==> config.mk <==
export PLATFORM = sky130hd
export DESIGN_NAME = spi_reg_bank
export DESIGN_NICKNAME = d
export VERILOG_FILES = /design/src/rtl/spi_reg_bank.sv
export SDC_FILE = /design/constraint.sdc
export NUM_CORES = 1
export LEC_CHECK = 0
export ABC_AREA = 1
export BUFFER_PORTS_ARGS = -buffer_cell sky130_fd_sc_hd__buf_2
export CORE_MARGIN = 2
export CORE_UTILIZATION = 49
export DETAILED_ROUTE_END_ITERATION = 12
export MAX_ROUTING_LAYER = met4
export PLACE_DENSITY_LB_ADDON = 0.2
export REMOVE_ABC_BUFFERS = 1
export SETUP_SLACK_MARGIN = 0.5
export SYNTH_ARGS = -nofsm -noshare
export SYNTH_HDL_FRONTEND = slang
export SYNTH_SLANG_ARGS = --single-unit
export TNS_END_PERCENT = 50
==> constraint.sdc <==
create_clock -name i_Clk -period 2.6 [get_ports i_Clk]
set_input_delay 0.52 -clock i_Clk [delete_from_list [all_inputs] [get_ports i_Clk]]
set_output_delay 0.52 -clock i_Clk [all_outputs]
set_load 0.02 [all_outputs]
==> src/rtl/spi_reg_bank.sv <==
// spi_reg_bank: SPI command decoder and 8-bit control register bank.
// Parses {rw, addr} command bytes and data bytes from the SPI slave,
// updates registers, loads read data / status into the slave TX byte.
// Ports: i_Clk, i_Rst (async, active-high), i_SPI_CS_n (raw CS),
//   i_RX_DV/i_RX_Byte (received byte), o_TX_DV/o_TX_Byte (TX load),
//   i_Status (live status at top address), o_Regs (flattened bank),
//   o_Wr_Strobe/o_Wr_Addr (accepted write indication).
// Option: define SPI_REG_AUTOINC_EN for burst mode (address auto-increment).
module spi_reg_bank #(
    parameter int NUM_REGS = 8,
    parameter int ADDR_W   = 3
) (
    input  logic                  i_Clk,
    input  logic                  i_Rst,
    input  logic                  i_SPI_CS_n,
    input  logic                  i_RX_DV,
    input  logic [7:0]            i_RX_Byte,
    output logic                  o_TX_DV,
    output logic [7:0]            o_TX_Byte,
    input  logic [7:0]            i_Status,
    output logic [8*NUM_REGS-1:0] o_Regs,
    output logic                  o_Wr_Strobe,
    output logic [ADDR_W-1:0]     o_Wr_Addr
);

    typedef enum logic [1:0] {
        IDLE,
        DATA,
        DONE
    } state_t;

    localparam logic [ADDR_W-1:0] TOP = ADDR_W'(NUM_REGS - 1);

    state_t              state;
    state_t              state_n;
    logic                cs_meta;
    logic                cs_sync;
    logic                cs_prev;
    logic                boot;
    logic                rw_q;
    logic                bad_q;
    logic [ADDR_W-1:0]   addr_q;
    logic [7:0]          regs [NUM_REGS];

    logic                cmd_rw;
    logic                cmd_bad;
    logic [ADDR_W-1:0]   cmd_addr;
    logic [ADDR_W-1:0]   next_addr;
    logic [ADDR_W-1:0]   rd_addr;
    logic                rd_bad;
    logic [7:0]          rd_val;
    logic                tx_dv_n;
    logic [7:0]          tx_byte_n;
    logic                wr_en;

    assign cmd_rw    = i_RX_Byte[7];
    assign cmd_addr  = i_RX_Byte[ADDR_W-1:0];
    assign cmd_bad   = |i_RX_Byte[6:ADDR_W];
    assign next_addr = addr_q + 1'b1;

    // One read port serves both the command byte (new address) and
    // burst data bytes (incremented address).
    always_comb begin
        rd_addr = (state == IDLE) ? cmd_addr : next_addr;
        rd_bad  = (state == IDLE) ? cmd_bad : bad_q;
        if (rd_bad) begin
            rd_val = 8'h00;
        end else if (rd_addr == TOP) begin
            rd_val = i_Status;
        end else begin
            rd_val = regs[rd_addr];
        end
    end

    always_comb begin
        state_n   = state;
        tx_dv_n   = 1'b0;
        tx_byte_n = o_TX_Byte;
        wr_en     = 1'b0;
        if (i_RX_DV) begin
            unique case (state)
                IDLE: begin
                    state_n   = DATA;
                    tx_dv_n   = 1'b1;
                    tx_byte_n = cmd_rw ? rd_val : 8'h00;
                end
                DATA: begin
                    wr_en = !rw_q && !bad_q && (addr_q != TOP);
`ifdef SPI_REG_AUTOINC_EN
                    state_n = DATA;
                    if (rw_q) begin
                        tx_dv_n   = 1'b1;
                        tx_byte_n = rd_val;
                    end
`else
                    state_n = DONE;
`endif
                end
                DONE: begin
                    state_n = DONE;
                end
                default: begin
                    state_n = IDLE;
                end
            endcase
        end
        // Frame-start status load overrides any byte-triggered load.
        if (boot || (cs_sync && !cs_prev)) begin
            tx_dv_n   = 1'b1;
            tx_byte_n = i_Status;
        end
        if (cs_sync) begin
            state_n = IDLE;
        end
    end

    always_ff @(posedge i_Clk or posedge i_Rst) begin
        if (i_Rst) begin
            cs_meta     <= 1'b1;
            cs_sync     <= 1'b1;
            cs_prev     <= 1'b1;
            boot        <= 1'b1;
            state       <= IDLE;
            rw_q        <= 1'b0;
            bad_q       <= 1'b0;
            addr_q      <= '0;
            o_TX_DV     <= 1'b0;
            o_TX_Byte   <= 8'h00;
            o_Wr_Strobe <= 1'b0;
            o_Wr_Addr   <= '0;
            for (int i = 0; i < NUM_REGS; i++) begin
                regs[i] <= 8'h00;
            end
        end else begin
            cs_meta     <= i_SPI_CS_n;
            cs_sync     <= cs_meta;
            cs_prev     <= cs_sync;
            boot        <= 1'b0;
            state       <= state_n;
            o_TX_DV     <= tx_dv_n;
            o_TX_Byte   <= tx_byte_n;
            o_Wr_Strobe <= wr_en;
            if (wr_en) begin
                regs[addr_q] <= i_RX_Byte;
                o_Wr_Addr    <= addr_q;
            end
            if (i_RX_DV && state == IDLE) begin
                rw_q   <= cmd_rw;
                bad_q  <= cmd_bad;
                addr_q <= cmd_addr;
            end
`ifdef SPI_REG_AUTOINC_EN
            else if (i_RX_DV && state == DATA) begin
                addr_q <= next_addr;
            end
`endif
        end
    end

    always_comb begin
        for (int i = 0; i < NUM_REGS; i++) begin
            o_Regs[8*i +: 8] = regs[i];
        end
    end

endmodule

# Yosys cells after proc, flatten, opt, wreduce, memory -nomap -nowiden
# Cells that the tools add are included.
totals:
  out_inout_bits: 77
  reg_bits: 88
  word_cells: 68
op_classes:
  order_cmp: 3
  n_eq_ne: 4
  n_addsub: 1
  reduce_logical: 16
  mux: 22
  bitwise: 2
op_table:
  columns: ["cell", "n"]
  rows:
  - ["8-bit 2-to-1 mux", 9]
  - ["64-bit bitwise mux", 1]
  - ["8-bit binary-select mux with 3-bit select", 1]
  - ["8-bit demux with 3-bit select", 1]
  - ["4-bit >= comparator (second input constant)", 2]
  - ["3-bit NOT with 4-bit output", 2]
  - ["1-bit 2-to-1 mux", 6]
  - ["2-bit nonzero test", 3]
  - ["1-bit logical AND", 5]
  - ["4-bit by 1-bit < comparator with 1-bit output (second input constant)", 1]
  - ["2-bit 2-to-1 mux", 2]
  - ["2-bit case mux with 2 select lines", 1]
  - ["4-bit OR reduction", 1]
  - ["3-bit by 1-bit adder with 3-bit output (second input constant)", 1]
  - ["3-bit equality test (second input constant)", 1]
  - ["1-bit zero test", 3]
  - ["3-bit 2-to-1 mux", 1]
  - ["3-bit != test (second input constant)", 1]
  - ["2-bit by 1-bit equality test with 1-bit output (second input constant)", 1]
  - ["2-bit equality test (second input constant)", 1]
  - ["2-bit zero test", 1]
  - ["2-bit AND reduction", 1]
  - ["2-bit OR reduction", 1]
  - ["1-bit logical OR", 1]

# Depth between registers and ports, before layout
# Gate-level depths: netlist of the first run.
logic_depth:
  depth_word: 12
  ltp_mapped: 11
  mapped_depth_nobuf: 10

# Worst setup path before layout of the first run
# OpenSTA, ideal clock, no wires.
synth_timing:
  path_kind: "flip-flop to flip-flop"
  start: "reg addr_q[1]"
  end: "reg regs (netlist bit o_Regs[41])"
  t_arrival_ns: 1.636
  synth_period_minus_slack_ns: 1.764
  slack_ns: 0.836
  n_path_buf: 1
  path_stages_with_launch: 10
  cell_sequence: "dfrtp_1 > ha_1 > ha_1 > inv_1 > nand4_4 > nor2_4 > nand3_2 > buf_2 > nand2_1 > o21ai_1"
synth_via:
  elab_chain_cells: 6
  elab_cells_between_ends: 11
  cone_classes: "order compare: 2; eq/ne: 1; mux: 5; bitwise: 1; reduce/logical: 2"
synth_lines:
  columns: ["element", "line_no", "text"]
  rows:
  - ["from (decl)", "42", "logic [ADDR_W-1:0] addr_q;"]
  - ["from (signal assigned)", "150", "addr_q <= cmd_addr;"]
  - ["3-bit NOT with 4-bit output (not written as such)", "144", "regs[addr_q] <= i_RX_Byte;"]
  - ["4-bit >= comparator (not written as such) / 4-bit by 1-bit < comparator with 1-bit output (equally long branches)", "144", null]
  - ["1-bit logical AND (not written as such)", "144", null]
  - ["8-bit 2-to-1 mux (not written as such)", "144", null]
  - ["8-bit demux with 3-bit select", "144", null]
  - ["64-bit bitwise mux", "144", null]
  - ["to (signal, indexed assignment)", "144", null]
  - ["to (decl)", "43", "logic [7:0] regs [NUM_REGS];"]
# Parallel ways exist; a longest one is shown, timed or not.
# A chain may end at the register's enable or synchronous reset.

# Worst setup path after layout of the first run
layout_timing:
  start: "reg addr_q[1]"
  end: "reg regs (netlist bit o_Regs[40])"
# Same word-level chain as after synthesis.

==> results.md, run 1 <==
- Status: finished clean
- Max Buffers Root-to-Sink: 2
- Post-Synthesis Cells: 529
- Initial Util: 50.1%
- PD cells: 630 mW/mm^2
- Post-synth top area share: 48.5%
- Core Box Area: 0.00864 mm^2
- Syn-to-layout area delta: 19.1%
- Post-DRT Antenna Nets: 0
- Asr flop ratio synth: 100%
- Setup crit start kind: flip-flop
- Ant. Diodes: 0
- Slew margin rel.: 61.5%
- Sequential area share after synthesis: between 50 and 60%
- Crit path kind: reg -> reg
- Clock sink count: slightly below 90
- Max Freq: 0.509 GHz
- DPL Wire Length: 8400 um
- Final-stage net count: ~650
- Die area: about 0.0096 mm^2
- Vias in the first global route: between 3000 and 4000
- Vias per Instance: 5.35
- Reg clk slew, reported paths: 0.10 ns
- Seq cells post-synth: 88
- Final worst path period share: 75.6%
- Residual DRC count: 0
- Port Buffers: between 90 and 100
- Commonest cells in the netlist: nand2_1, nand3_1, dfrtp_1
- Clock period minus worst slack: 1.97 ns
- Pwr Total: 3.25 mW
- Synth warn: 0
- Initial antenna violation count: 0
- CTS tree: done
- Clk_skew: 0.0138 ns
- Synth Cell Area: 0.00433 mm^2
- Cell area after layout: 0.00516 mm^2
- GRT Overall Usage: a little over a quarter
- Max cap viols: 0
- Chip width: between 90 and 100 um
- Sequential Area: 0.00221 mm^2
- Crit path arrival time: 2.20 ns
- H-tree level count: 3
- Layout cells sized above 1: 24.6%
- Global-route wire length before repair: roughly 19000 um
- DR WL/cell: 15.9 um
- Largest net degree at the start of global routing: 32
- Req. time, crit path: 2.84 ns
- Layout fillers: 797
- Worst VDD drop: between 0.0002 and 0.0003 V
- Placed Area: 0.00493 mm^2
- RSZ-0062 raised after global routing: true
- Crit. End Element: flip-flop
- Area leader, netlist: dfrtp_1
- Count of flip-flops with a built-in enable after synthesis: 0
- P_leak: ~2.7 nW
- Final RePlAce weighted congestion: ~0.9
- Crit Path Max Fanout: 16
- Clock latency on the worst-skew pair: 0.37 ns
- Final setup violation count: 0
- DRT Wirelength: 11700 um
- Area of the multi-input gates: roughly 0.0017 mm^2
- Rows: 34
- 1st-pass router iterations: 5
- Post-Syn Area per Cell: 8.19 um^2
- Number of CTS-inserted buffers: 9
- Slew Limit Fails: 0
- Die height: 98.0 um
- Worst min-delay path class: in -> async
- Worst-Margin Slew: 0.576 ns
- Top post-synthesis cells by area: dfrtp_1, nand2_1, nand3_1, inv_1, o21ai_0
- Initial DRC count: between 200 and 250
- Via count: 3950
- Hold Vio Cnt, Final: 0
- Clk root buf: clkbuf_8
- IO Pins: 97
- Primary FF master, synth: dfrtp_1
- Unique cell type count in the Yosys netlist: 30
- Congestion Overflow GR: 0
- Top-count cell post-synth: nand2_1
state kept, by name (all words and copies together), names as in the netlist, 2 cells and up:
signal,count
o_Regs,64
o_Wr_Addr,3
addr_q,3
state,2
o_TX_Byte,8
metrics by stage:
step                util (%)  cells  setup TNS, ns  hold slack [ns]  worst slack, ns
CTS                     59.5    739              0            0.204            0.617
global route            59.7    739              0            0.221            0.460
finish                  59.7    739              0            0.177            0.635
floorplan                  -    509         -16.12            0.345           -0.192
global placement        57.0    723              0            0.347            0.672
detailed placement      57.0    723              0            0.347            0.618
cells in the final DEF (no fill, tap or decap), types with 2 or more instances in the layout:
cell type	n
nand2_1	128
buf_2	96
nand3_1	87
dfrtp_1	84
inv_1	79
o21ai_0	47
o21ai_1	26
clkbuf_8	11
nand3b_1	10
buf_4	9
nand2_2	6
o21ai_2	6
nor2_1	5
ha_1	4
dfstp_2	4
inv_2	3
nand4_4	3
nand3_2	3
inv_6	2
a21oi_1	2
clkinv_4	2
worst max-delay path: stages (launching register included):
cell	delay, ns
dfrtp_1	0.48
ha_1	0.23
ha_1	0.17
inv_1	0.08
nand4_4	0.18
nor2_4	0.18
nand3_2	0.29
nand2_1	0.15
o21ai_1	0.08
cells by family after synthesis:
logic type	Yosys count	share of synthesized area, %
compound gates	84	10.5
fa+ha+maj	5	1.44
buf+inv	105	10.0
flops	88	51.0
mux	1	0.260
other cells	1	0.0866
simple gates	245	26.8
routing by layer:
metal  track usage [%]  share of wire (%)  vias up
met1              37.8                 47     1855
li1                  -                  -     1897
met3              4.94                7.5       21
met2              37.6                 44      177
met4              7.69                1.9        0
met5                 -                  0        -
path summary, 6_finish.rpt:
path                                       startpoint                  endpoint  slack (ns)  cells past startpoint
worst max-delay path            addr_q[1]$_DFFE_PP0P_    o_Regs[40]$_DFFE_PP0P_        0.63                      8
worst min-delay path                            i_Rst  o_Wr_Addr[1]$_DFFE_PP0P_        0.18                      2
worst max register to register  addr_q[1]$_DFFE_PP0P_    o_Regs[40]$_DFFE_PP0P_        0.63                      8
worst min register to register      cs_meta$_DFF_PP1_         cs_sync$_DFF_PP1_        0.37                      0
max in group asynchronous                       i_Rst    o_Regs[56]$_DFFE_PP0P_        1.75                      3
min in group i_Clk                         i_SPI_CS_n         cs_meta$_DFF_PP1_        0.25                      1
timing repair:
action,4_1_cts,5_1_grt
setup endpoints to repair,0,16
setup buffers,0,0
resized for setup,0,4
hold buffers,0,0
where the power goes:
part	switching, mW	total (mW)	internal (mW)
logic	0.486	0.714	0.228
clock network	0.512	1.02	0.504
registers	0.0735	1.52	1.45
total	1.07	3.25	2.18
cell type report:
| class | count | area share (%) |
|---|---|---|
| repair buffers | 106 | 11.0 |
| flip-flops and latches | 88 | 42.8 |
| inverters | 85 | 6.31 |
| well taps | 108 | 2.62 |
| multi-input cells | 336 | 33.1 |
| clock buffers | 11 | 2.94 |
| clock inverters | 5 | 1.24 |
Note: power is estimated with default switching activity, not from simulation.
==> run 2: changes to the inputs <==
CORE_UTILIZATION = 54   (was 49)
clock period = 2 ns   (was 2.6 ns; I/O delays follow)
==> run 2 against run 1 <==
Compared with the run above: the flow now finishes with violations (design-rule violations); sequential share of layout area is 5.6 points lower; power is 42% higher; count of clock-buffer cells in the layout is 1 higher; largest power group unchanged; first-iteration DRC count is 110% higher; clock power is 27% higher; sequential power is 30% higher; critical path depth is 1 higher; global-route usage is 6.2 points higher; die area is 8.9% lower.
==> results.md, run 2 (synthesis gave the netlist of run 1 again) <==
- Status: finished, violations left
- Failing checks: design-rule violations
- Crit. End Element: flip-flop
- Chip width: 93.6 um (-4.6%)
- P_leak: 2.96 nW (+9.8%)
- CP top delay family: simple AND/OR/NAND/NOR gates
- RSZ-0062 raised after global routing: true
- Slowest-stage cell, CP: dfrtp_1
- GRT Overall Usage: 32.3% (+6.2 points)
- Critical path's largest stage delay: 0.40 ns (-0.08 ns)
- Max Freq: 0.555 GHz (+9.0%)
- Die area: 0.00875 mm^2 (-8.9%)
- Clk_skew: 0.0116 ns (-0.00226 ns)
- Syn-to-layout area delta: 36.8%
- Layout cells sized above 1: 34.7% (+10 points)
- Largest net degree at the start of global routing: 54 (+69%)
- Met2 WL: 6950 um (+35%)
- Critical Path Stages: 9 (+1)
- Clock latency on the worst-skew pair: 0.36 ns (about the same)
- Setup crit start kind: flip-flop
- Final setup violation count: 0 (unchanged)
- Ant. Diodes: 0 (unchanged)
- Placed Cells: 724 (+0.14%)
- Crit Path Max Fanout: 8 (-8)
- WP buf/inv: 3 (+2)
- Vias per Instance: 5.85 (+9.4%)
- Post-DRT Antenna Nets: 0 (unchanged)
- CP cell instances: ha_2 > ha_4 > inv_2 > nand4_4 > buf_12 > clkinv_16 > nand4_4 > nand2_1 > o21ai_0
- R2R setup slack: 0.20 ns (-0.44 ns)
- Port Buffers: 96 (unchanged)
- CTS tree: done
- R2R Path Start: addr_q[0]$_DFFE_PP0P_
- Initial antenna violation count: 0 (unchanged)
- Via count: 4492 (+14%)
- Final RePlAce weighted congestion: 0.880 (-2.5%)
- Max reg flops: 64 (unchanged)
- Number of CTS-inserted buffers: 9 (unchanged)
- Core Box Area: 0.00777 mm^2 (-10%)
- Pwr Total: 4.63 mW (+42%)
- Hold Vio Cnt, Final: 0 (unchanged)
- Post-Layout Cell Count: 768 (+3.9%)
- Uppermost layer routed: met4
- Slew Limit Fails: 0 (unchanged)
- DRT Wirelength: 14900 um (+27%)
- Global-route wire length before repair: 20900 um (+8.7%)
- Max Buffers Root-to-Sink: 2 (unchanged)
- Reg clk slew, reported paths: 0.09 ns (about the same)
- Final worst path period share: 90.1% (+15 points)
- Reg2reg path depth: 9 (+1)
- Crit path from: addr_q[0]$_DFFE_PP0P_
- Slew margin rel.: 61.5% (about the same)
- Initial DRC count: 492 (+110%)
- Clk root buf: clkbuf_8
- Req. time, crit path: 2.22 ns (-0.62 ns)
- Crit path to: o_Regs[50]$_DFFE_PP0P_
- # hold bufs at CTS: 0 (unchanged)
- Die height: 93.6 um (-4.6%)
- Vias in the first global route: 3992 (+8.6%)
- Commonest non-fill, non-tap cell in the layout: nand2_1
- Critical Path Most Common Cell: nand4_4
- Rows: 32 (-5.9%)
- PD cells: 781 mW/mm^2 (+24%)
- Crit path kind: reg -> reg
- Reg2reg end: o_Regs[50]$_DFFE_PP0P_
- Worst-Margin Slew: 0.576 ns (+0.0000843 ns)
- DPL Wire Length: 8340 um (-0.80%)
- Max cap viols: 0 (unchanged)
- IO Pins: 97 (unchanged)
- Clock sink count: 88 (unchanged)
- Metal1 wirelength: 5730 um (+4.4%)
- Residual DRC count: 1 (+1)
- WL met3: 1520 um (+72%)
- Worst min-delay path class: in -> async
- Worst VDD drop: 0.000449 V (+56%)
- Initial Util: 55.8% (+5.6 points)
- DR WL/cell: 19.3 um (+22%)
- Most frequent cells in the layout: nand2_1, buf_2, nand3_1
- Final-stage net count: 686 (+5.4%)
- Congestion Overflow GR: 0 (unchanged)
- H-tree level count: 3 (unchanged)
- Clock period minus worst slack: 1.80 ns (-0.163 ns)
- 1st-pass router iterations: 10 (+5)
- Crit path arrival time: 2.02 ns (-0.18 ns)
run 2: worst min-delay path by stage:
stage | start | to | slack [ns]
2_1_floorplan | cs_meta$_DFF_PP1_ | cs_sync$_DFF_PP1_ | 0.35
3_3_place_gp | cs_meta$_DFF_PP1_ | cs_sync$_DFF_PP1_ | 0.35
3_5_place_dp | cs_meta$_DFF_PP1_ | cs_sync$_DFF_PP1_ | 0.35
4_1_cts | i_Rst | o_Regs[17]$_DFFE_PP0P_ | 0.07
5_1_grt | i_Rst | o_Regs[17]$_DFFE_PP0P_ | 0.09
6_report | i_Rst | o_Regs[39]$_DFFE_PP0P_ | 0.06
run 2: layer usage:
| metal | up-vias | track usage (%) |
|---|---|---|
| met5 | - | - |
| met4 | 0 | 10.6 |
| met3 | 60 | 4.35 |
| met2 | 365 | 49.2 |
| met1 | 2076 | 45.4 |
| li1 | 1991 | - |
run 2: repair_timing:
action | CTS | global route
setup endpoints to repair | 73 | 73
pin swaps | 22 | 23
cloned | 6 | 5
setup buffers | 8 | 9
gates resized for setup | 61 | 55
run 2: worst register-to-register path: stages (launching register included):
cell	delay, ns
dfrtp_1	0.40
ha_2	0.20
ha_4	0.16
inv_2	0.08
nand4_4	0.15
buf_12	0.20
clkinv_16	0.07
nand4_4	0.18
nand2_1	0.13
o21ai_0	0.09
run 2: metrics by stage:
step	TNS, ns	hold slack (ns)	util, %	setup WS (ns)	area, um^2
after CTS	0	0.0736	72.5	0.291	5630
after floorplan	-57.09	0.345	-	-0.672	4220
after global routing	0	0.0936	76.3	0.147	5920
final	0	0.0619	76.3	0.198	5920
after global placement	0	0.348	64.3	0.199	5000
after detailed placement	0	0.349	64.3	0.0871	5000
run 2: where the power goes:
part | switching (mW) | leakage (nW) | internal (mW)
logic | 0.861 | 1.68 | 0.494
registers | 0.0848 | 1.18 | 1.88
clock network | 0.654 | 0.103 | 0.650
total | 1.60 | 2.96 | 3.03
run 2: final cells by class:
| class | count | area [um^2] |
|---|---|---|
| Clock buffer | 12 | 155 |
| Multi-Input combinational cell | 344 | 2100 |
| Timing Repair Buffer | 132 | 908 |
| Clock inverter | 4 | 51.3 |
| Fill cell | 536 | 1840 |
| Sequential cell | 88 | 2210 |
| Inverter | 85 | 359 |
| Tap cell | 102 | 128 |
| Timing Repair inverter | 1 | 16.3 |
